$ cat src/rtl/scarv_cop_pkg.sv
// Shared definitions for the COP register-file control blocks.
//   - register count and register address width
//   - CPRS controller state encoding (kept as plain 2-bit constants so that
//     existing trace and debug tooling keeps decoding the same values)
//   - the write pattern used by the xc.init clear sequence
package scarv_cop_pkg;

    localparam int unsigned CPRS_NREGS = 16;
    localparam int unsigned CPRS_AW    = 4;

    localparam logic [1:0] CPRS_CTRL_IDLE  = 2'd0;
    localparam logic [1:0] CPRS_CTRL_CLEAR = 2'd1;
    localparam logic [1:0] CPRS_CTRL_DONE  = 2'd2;

    localparam logic [3:0]  CPRS_CLR_WEN  = 4'hF;
    localparam logic [31:0] CPRS_CLR_DATA = 32'h0000_0000;

    // Pointer width for an NREQ-way round-robin pointer (at least 1 bit).
    function automatic int unsigned rr_ptr_width(input int unsigned n);
        return (n > 1) ? $clog2(n) : 1;
    endfunction

endpackage

$ cat src/rtl/scarv_cop_rr_arb.sv
// Combinational round-robin arbiter.
//   req_i       : per-requester request
//   ptr_i       : index with highest priority this cycle
//   enable_i    : when low, no grant is issued
//   grant_o     : one-hot grant (or zero)
//   grant_idx_o : binary index of the granted requester (0 when none)
// The search starts at ptr_i and wraps modulo NREQ; the first requesting
// index wins. Pointer update is left to the instantiating block.
module scarv_cop_rr_arb #(
    parameter int unsigned NREQ = 3,
    parameter int unsigned PW   = 2
) (
    input  logic [NREQ-1:0] req_i,
    input  logic [PW-1:0]   ptr_i,
    input  logic            enable_i,
    output logic [NREQ-1:0] grant_o,
    output logic [PW-1:0]   grant_idx_o
);

    int unsigned cand;
    logic        found;

    always_comb begin
        grant_o     = '0;
        grant_idx_o = '0;
        found       = 1'b0;
        cand        = 0;
        for (int unsigned off = 0; off < NREQ; off++) begin
            cand = (32'(ptr_i) + off) % NREQ;
            if (enable_i && !found && req_i[cand[PW-1:0]]) begin
                grant_o[cand[PW-1:0]] = 1'b1;
                grant_idx_o           = cand[PW-1:0];
                found                 = 1'b1;
            end
        end
    end

endmodule

$ cat src/rtl/scarv_cop_cprs.sv
// COP register-file write-port controller.
//   g_clk, g_resetn : clock, synchronous active-low reset
//   g_clk_req       : clock request (requests pending, busy, or init)
//   init, init_done : xc.init clear handshake
//   req_*           : NREQ flattened write requesters (valid/ready)
//   crd_*           : register-file write port
//   cprs_valid      : per-register "written since last init or reset"
// Requesters share the single write port via a round-robin arbiter; the
// write path is combinational so an accepted write lands on the same edge
// as its handshake. The clear sequence writes zero to every register, one
// per cycle.
module scarv_cop_cprs_ctrl
    import scarv_cop_pkg::*;
#(
    parameter int unsigned NREQ  = 3,
    parameter int unsigned NREGS = CPRS_NREGS
) (
    input  logic              g_clk,
    input  logic              g_resetn,
    output logic              g_clk_req,
    input  logic              init,
    output logic              init_done,
    input  logic [NREQ-1:0]   req_valid,
    output logic [NREQ-1:0]   req_ready,
    input  logic [NREQ*4-1:0] req_addr,
    input  logic [NREQ*4-1:0] req_wen,
    input  logic [NREQ*32-1:0] req_wdata,
    output logic [3:0]        crd_wen,
    output logic [3:0]        crd_addr,
    output logic [31:0]       crd_wdata,
    output logic [NREGS-1:0]  cprs_valid
);

    localparam int unsigned PW = rr_ptr_width(NREQ);

    logic [1:0]         state_q,   state_d;
    logic [CPRS_AW-1:0] clr_cnt_q, clr_cnt_d;
    logic [PW-1:0]      rr_ptr_q,  rr_ptr_d;
    logic [NREGS-1:0]   cprs_q,    cprs_d;

    logic               arb_en;
    logic [NREQ-1:0]    grant;
    logic [PW-1:0]      grant_idx;

    // Arbitration is suppressed during reset, outside IDLE, and in the
    // cycle where init is seen so the clear sequence starts cleanly.
    assign arb_en = g_resetn && (state_q == CPRS_CTRL_IDLE) && !init;

    scarv_cop_rr_arb #(
        .NREQ (NREQ),
        .PW   (PW)
    ) u_arb (
        .req_i       (req_valid),
        .ptr_i       (rr_ptr_q),
        .enable_i    (arb_en),
        .grant_o     (grant),
        .grant_idx_o (grant_idx)
    );

    // Write-port mux.
    always_comb begin
        req_ready = grant;
        crd_wen   = '0;
        crd_addr  = '0;
        crd_wdata = '0;
        if (g_resetn && (state_q == CPRS_CTRL_CLEAR)) begin
            crd_wen   = CPRS_CLR_WEN;
            crd_addr  = clr_cnt_q;
            crd_wdata = CPRS_CLR_DATA;
        end else begin
            for (int unsigned i = 0; i < NREQ; i++) begin
                if (grant[i]) begin
                    crd_wen   = req_wen  [4*i  +: 4];
                    crd_addr  = req_addr [4*i  +: 4];
                    crd_wdata = req_wdata[32*i +: 32];
                end
            end
        end
    end

    // Next state, clear counter, round-robin pointer and written mask.
    always_comb begin
        state_d   = state_q;
        clr_cnt_d = clr_cnt_q;
        rr_ptr_d  = rr_ptr_q;
        cprs_d    = cprs_q;
        case (state_q)
            CPRS_CTRL_IDLE: begin
                clr_cnt_d = '0;
                if (init) begin
                    state_d = CPRS_CTRL_CLEAR;
                    cprs_d  = '0;
                end else if (|grant) begin
                    rr_ptr_d = (grant_idx == PW'(NREQ-1)) ? '0
                                                          : grant_idx + PW'(1);
                    if (crd_wen != 4'h0) begin
                        cprs_d[crd_addr] = 1'b1;
                    end
                end
            end
            CPRS_CTRL_CLEAR: begin
                cprs_d[clr_cnt_q] = 1'b1;
                clr_cnt_d         = clr_cnt_q + 4'd1;
                // An init drop aborts; partial clear and mask bits persist.
                if (!init) begin
                    state_d = CPRS_CTRL_IDLE;
                end else if (clr_cnt_q == 4'hF) begin
                    state_d = CPRS_CTRL_DONE;
                end
            end
            CPRS_CTRL_DONE: begin
                if (!init) begin
                    state_d = CPRS_CTRL_IDLE;
                end
            end
            default: begin
                state_d = CPRS_CTRL_IDLE;
            end
        endcase
    end

    always_ff @(posedge g_clk) begin
        if (!g_resetn) begin
            state_q   <= CPRS_CTRL_IDLE;
            clr_cnt_q <= '0;
            rr_ptr_q  <= '0;
            cprs_q    <= '0;
        end else begin
            state_q   <= state_d;
            clr_cnt_q <= clr_cnt_d;
            rr_ptr_q  <= rr_ptr_d;
            cprs_q    <= cprs_d;
        end
    end

    assign init_done  = (state_q == CPRS_CTRL_DONE);
    assign cprs_valid = cprs_q;
    assign g_clk_req  = (|req_valid) || (state_q != CPRS_CTRL_IDLE) || init;

endmodule

$ cat config.mk
export PLATFORM = sky130hd
export DESIGN_NAME = scarv_cop_cprs_ctrl
export DESIGN_NICKNAME = d
export VERILOG_FILES = /design/src/rtl/scarv_cop_pkg.sv /design/src/rtl/scarv_cop_rr_arb.sv /design/src/rtl/scarv_cop_cprs.sv
export SDC_FILE = /design/constraint.sdc
export NUM_CORES = 1
export LEC_CHECK = 0
export CAP_MARGIN = 20
export CORE_MARGIN = 2
export CORE_UTILIZATION = 35
export CTS_CLUSTER_SIZE = 40
export DETAILED_ROUTE_END_ITERATION = 8
export GPL_TIMING_DRIVEN = 0
export PLACE_DENSITY = 0.81
export SYNTH_ARGS = -nofsm -noshare
export SYNTH_HDL_FRONTEND = slang
export SYNTH_SLANG_ARGS = --single-unit
$ cat constraint.sdc
create_clock -name g_clk -period 4.2 [get_ports g_clk]
set_input_delay 0.42 -clock g_clk [delete_from_list [all_inputs] [get_ports g_clk]]
set_output_delay 0.42 -clock g_clk [all_outputs]
set_load 0.02 [all_outputs]
Word level (Yosys, flattened, before mapping) --
Cells that the tools add are included.
Operators by class: $add $sub $neg 4, div/mod/pow operators 3, $lt $le $gt $ge 10, equality and inequality tests 9, multiplexer cells 47, bitwise gates (word level) 5, reduce and logical (&&, ||, !) cells 27
Operators with widths (number):
- two-way mux 32 bit | 4
- remainder unit 32 x 2 -> 32 bit (second input constant) | 2
- two-way mux 16 bit | 3
- remainder unit 2 x 2 -> 32 bit (second input constant) | 1
- two-way mux 4 bit | 8
- OR 16 bit | 2
- case mux 16 bit (2 select lines) | 1
- two-way mux 2 bit | 8
- logical AND 1 bit | 13
- < comparator 4 x 5 -> 1 bit (second input constant) | 2
- two-way mux 1 bit | 10
- < comparator 2 x 3 -> 1 bit (second input constant) | 3
- two-way mux 3 bit | 3
- != test 3 x 2 -> 1 bit (second input constant) | 3
- AND reduction 3 bit | 3
- demux 1 bit (select 4 bit) | 2
- greater-or-equal comparator 4 x 1 -> 1 bit (second input constant) | 2
- case mux 4 bit (2 select lines) | 1
- binary-select mux 1 bit (select 2 bit) | 3
- demux 1 bit (select 2 bit) | 3
- greater-or-equal comparator 2 x 1 -> 1 bit (second input constant) | 3
- OR 3 bit | 2
- case mux 2 bit (3 select lines) | 1
- OR reduction 3 bit | 2
- 14 further kinds | 20
Word-level totals: bits in registers 24, output and inout port bits 61

Depth between registers and ports, before layout --
word-level depth 26, mapped depth 15

Modules after synthesis --
Synthesis repeated with hierarchy kept, for this count alone.
Second synthesis, totals: cells, all modules 379, area total of the unflattened synthesis 2771.4 um2
Modules (own cells, without submodules):
- scarv_cop_cprs_ctrl | times used 1, cells an instance 339, area each 2478.6 um2, sequential area each 480.5 um2
- scarv_cop_rr_arb | times used 1, cells an instance 40, area each 292.8 um2, sequential area each 0.0 um2

Least setup slack after synthesis --
No wires, ideal clock.
path kind register to output, start register rr_ptr_q[0], end output port crd_wdata[22], data arrival time 2.836 ns, setup slack 0.944 ns, cell stages (with the launch flop) 10, cell sequence dfxtp_1 -> inv_1 -> ha_1 -> nor4bb_1 -> a211oi_1 -> o32ai_4 -> clkbuf_1 -> clkbuf_1 -> a22oi_1 -> o21ai_1
On the way: elaborated cells between the ends (all ways) 44, those cells by class add/sub: 2; div: 3; order compare: 6; mux: 21; bitwise: 2; reduce/logical: 10
RTL lines:
- start, declared | RTL line scarv_cop_cprs.sv:38 | logic [PW-1:0] rr_ptr_q, rr_ptr_d;
- start signal, assigned | RTL line scarv_cop_cprs.sv:131 | rr_ptr_q <= rr_ptr_d;
- parallel branches: the longest is 12 deep, another holds remainder unit 32 x 2 -> 32 bit
- two-way mux 3 bit * | RTL line scarv_cop_rr_arb.sv:30 | if (enable_i && !found && req_i[cand[PW-1:0]]) begin
- named net req_ready[1] | RTL line scarv_cop_cprs.sv:24 | output logic [NREQ-1:0] req_ready,
- two-way mux 32 bit * (2 in a row) | RTL line scarv_cop_cprs.sv:72 | if (grant[i]) begin
- two-way mux 32 bit * | RTL line scarv_cop_cprs.sv:66 | if (g_resetn && (state_q == CPRS_CTRL_CLEAR)) begin
- end, declared | RTL line scarv_cop_cprs.sv:30 | output logic [31:0] crd_wdata,
Mark *: on every way through the listed nets, which the timed path passes. The select of a mux whose other input is x is not followed.

Worst setup path after layout --
start register rr_ptr_q[0], end output port crd_addr[3]
On the way: longest elaborated chain between the ends 17, elaborated cells between the ends (all ways) 44, those cells by class add/sub: 2; div: 3; order compare: 6; mux: 21; bitwise: 2; reduce/logical: 10
Ends and longest elaborated chain:
- parallel branches: the longest is 12 deep, another holds remainder unit 32 x 2 -> 32 bit
- two-way mux 3 bit * | RTL line scarv_cop_rr_arb.sv:30
- two-way mux 4 bit (2 in a row) | RTL line scarv_cop_cprs.sv:72
- two-way mux 4 bit * | RTL line scarv_cop_cprs.sv:72
- two-way mux 4 bit * | RTL line scarv_cop_cprs.sv:66
- end, declared | RTL line scarv_cop_cprs.sv:29 | output logic [3:0] crd_addr,
Mark *: on every way between the ends. The select of a mux whose other input is x is not followed.

==> summary.txt <==
STA
  • Slew headroom: around three fifths
  • Final WS setup: 142 ps
  • Slew @ Worst Pin: about 570 ps
  • Peak Freq: roughly 250 MHz
  • Final setup violation count: 0
  • Final hold slack: 487 ps
  • Final Hold Vio Count: 0
  • Final Cycle Share: 96.6%
  • Final setup TNS: 0 ps
  • Slew Viols, Final: 0
  • Final Skew: 2.87 ps
  • Final min period: 4060 ps

Job
  • # Max-Cap Violations: 0

Routing
  • # DRC: 0
  • DRT Wirelength: 11,600 um
  • Antenna-violating nets left: 0
  • Initial DRC count: 281
  • Mean number of vias per cell: 5.64
  • Via Count: 3,652
  • Initial DRT Pass Iterations: 5
  • DR WL/cell: 18.0 um

Placed design
  • Pre-CTS setup slack: -191 ps
  • Placed Instance Area: between 4000 and 5000 um2
  • Port bufs: 186
  • Post-DP HPWL: 9090 um
  • Final Wtd Congestion: 0.924
  • Placed insts: 642

CTS
  • Worst-path clk slew: 90 ps
  • CTS Hold Bufs: 0
  • Sink Count: 24
  • CTS max path bufs: 2
  • Worst-Skew Late Latency: 280 ps
  • H-tree depth: 1
  • Root Buffer: clkbuf_8
  • TritonCTS Buffers: 3
  • TritonCTS clock tree: built

Power and ir drop
  • Worst vdd ir: 0.000101 V
  • Design Power: 0.847 mW
  • P per Cell Area: 179 nW/um2
  • Leakage: 2.22 nW

Worst hold path
  • Hold Crit Start: cprs_valid[14]$_SDFFE_PN0P_
  • Hold WC Path Type: reg -> reg
  • Worst hold stages: 2
  • Hold Crit Endpoint: cprs_valid[14]$_SDFFE_PN0P_

Global route
  • Pin count of the biggest net entering global routing: 14
  • Total Routing Usage GR: 27.2%
  • Vias in the first global route: about 3,600
  • Initial antenna violation count: 0
  • Global-route wire length before repair: roughly 18,000 um
  • Overflow after GRT: 0

Setup path
  • CP Launch Type: flip-flop
  • R2R setup slack: 710 ps
  • CP max stage delay: 620 ps
  • Arr. time, crit path: about 3600 ps
  • Worst R2R Path Depth: 15
  • Critical Path Fanout Max: 10
  • Critical path's slowest cell: clkdlybuf4s50_1
  • Reg-to-Reg End: cprs_valid[15]$_SDFFE_PN0P_
  • Crit Path Category: reg -> out
  • Worst path cell trace: inv_1 > ha_2 > nor4bb_2 > a211oi_2 > or3b_1 > a211oi_4 > buf_4 > nand2_1 > a21o_1 > buf_2 > inv_2 > clkdlybuf4s50_1
  • Reg2Reg Launch Point: rr_ptr_q[0]$_SDFFE_PN0P_
  • Critical Path End Type: output pin
  • Req. time, crit path: 3780 ps

Yosys
  • Post-synthesis sequential area ratio: 18.5%
  • Post-Synthesis Cells: 357
  • Synth Warn #: 0
  • Unique masters post-synth: between 50 and 60
  • Synthesized area: 2590 um2
  • EDFF count, synth: 0
  • Mapped Avg Cell Area: slightly above 7 um2
  • Ys flop type: dfxtp_1
  • Register bit total from synthesis: 24
  • Post-Synthesis Net Count: 491
  • Async SR Flop Fraction: 0%

Final layout
  • Final non-filler cell total: 647
  • Nets: approximately 700
  • Finished Core Util: 65.8%
  • Area Growth Syn to Fin: 83.0%
  • Layout cells sized above 1: 9.85%
  • # diodes: 0
  • Layout Cell Area excl Fill: 4740 um2

Floorplanning
  • Core ar.: 7210 um2
  • IO Pins: 187
  • Die area: 8110 um2
  • Initial core utilization: 35.9%
  • Die W: about 90 um
  • Die H: 90.1 um
  • Row count: 31

Outcome
  • Status: complete, no violations
-- area by class of cell --
type	instances	area, um2
buffer	31	183
clock buffer	4	55.1
fill	624	2470
inverter	16	72.6
multi-input combinational	286	1910
sequential	24	480
tap	99	124
timing repair buffer	187	1920
-- cell families after synthesis --
logic type / after synthesis / synth area share (%)
compound gates: 175 / 49.4
simple gates: 99 / 17.6
buf+inv: 47 / 8.93
flops: 24 / 18.5
fa+ha+maj: 8 / 3.86
mux: 4 / 1.74
-- synthesized netlist by cell type (all sizes together), types with 2 or more instances --
| cell type | count | area [um2] |
|---|---|---|
| a211oi | 7 | 62.6 |
| a21o | 6 | 45.0 |
| a21oi | 19 | 95.1 |
| a221oi | 3 | 45.0 |
| a22oi | 36 | 270 |
| a31oi | 4 | 25.0 |
| a32oi | 3 | 26.3 |
| a41oi | 13 | 114 |
| and2 | 2 | 12.5 |
| and3 | 2 | 12.5 |
| and3b | 2 | 17.5 |
| buf | 14 | 95.1 |
| clkbuf | 17 | 63.8 |
| dfxtp | 24 | 480 |
| ha | 8 | 100 |
| inv | 15 | 56.3 |
| mux2i | 3 | 30.0 |
| nand2 | 53 | 201 |
| nand2b | 2 | 12.5 |
| nand3 | 2 | 10.0 |
| nor2 | 24 | 90.1 |
| nor2b | 3 | 18.8 |
| nor3 | 3 | 15.0 |
| o211a | 12 | 120 |
| o211ai | 2 | 15.0 |
| o21ai | 40 | 204 |
| o22ai | 18 | 113 |
| o31ai | 2 | 28.8 |
| o32ai | 4 | 53.8 |
| or3b | 2 | 17.5 |
-- placed cells by master (no fill, tap or decap), types with 3 or more instances in the layout --
master,synthesis,layout
a41oi_1,13,13
o32ai_1,3,3
o21ai_0,6,6
inv_2,5,5
a211oi_1,5,3
a221oi_2,3,3
a211oi_2,2,3
a32oi_1,3,3
nor3_1,3,3
a21oi_1,19,19
buf_2,7,9
clkdlybuf4s50_1,0,155
inv_1,10,10
nor2b_1,3,3
a31oi_1,4,4
clkbuf_4,0,3
clkbuf_1,17,6
dfxtp_1,24,24
o22ai_1,18,18
mux2i_1,3,3
o21ai_1,33,33
a22oi_1,36,36
clkbuf_8,0,4
clkbuf_2,0,8
ha_1,8,7
buf_6,4,4
nor2_1,24,24
dlymetal6s2s_1,0,24
o211a_1,12,12
a21o_1,6,6
nand2_1,52,51
dlygate4sd2_1,0,7
-- worst max-delay path, delay by kind of cell, from the launching register on --
kind | cells | cell delay [ps]
AOI/OAI and AO/OA | 3 | 560
buffers and inverters | 5 | 1210
DFF | 1 | 390
and+or+nand+nor | 3 | 840
adders and majority gates | 1 | 350
-- per-layer routing --
layer	vias to the layer above	part of all wire [%]	GRT usage [%]
met5	-	0	0
met4	0	2.6	9.74
met3	23	9.4	8.13
met2	196	50	47.7
met1	1684	38	31.4
li1	1749	-	-
-- timing repair --
item / in CTS / in global routing
buffers inserted: 0 / 1
hold endpoints to repair: 0 / 0
setup endpoints to repair: 34 / 33
cloned: 0 / 0
gates resized for setup: 21 / 36
-- how the worst max path moves through the flow --
stage,start,to,cells after the start
finish,rr_ptr_q[0]$_SDFFE_PN0P_,crd_addr[3],12
global route,rr_ptr_q[1]$_SDFFE_PN0P_,crd_wdata[31],13
CTS,rr_ptr_q[0]$_SDFFE_PN0P_,crd_wdata[25],11
detailed placement,init,crd_wdata[18],9
global placement,init,crd_wdata[3],11
floorplan,rr_ptr_q[0]$_SDFFE_PN0P_,crd_wdata[22],9
-- registers in the layout (all words and copies together) (netlist names) --
name        flops
cprs_valid     16
clr_cnt_q       4
state_q         2
rr_ptr_q        2
-- where the power goes --
| part | switching, mW | internal, mW |
|---|---|---|
| clock | 0.0811 | 0.0841 |
| combinational | 0.215 | 0.230 |
| sequential | 0.00486 | 0.232 |
| total | 0.301 | 0.547 |
(Power assumes the default switching activity.)
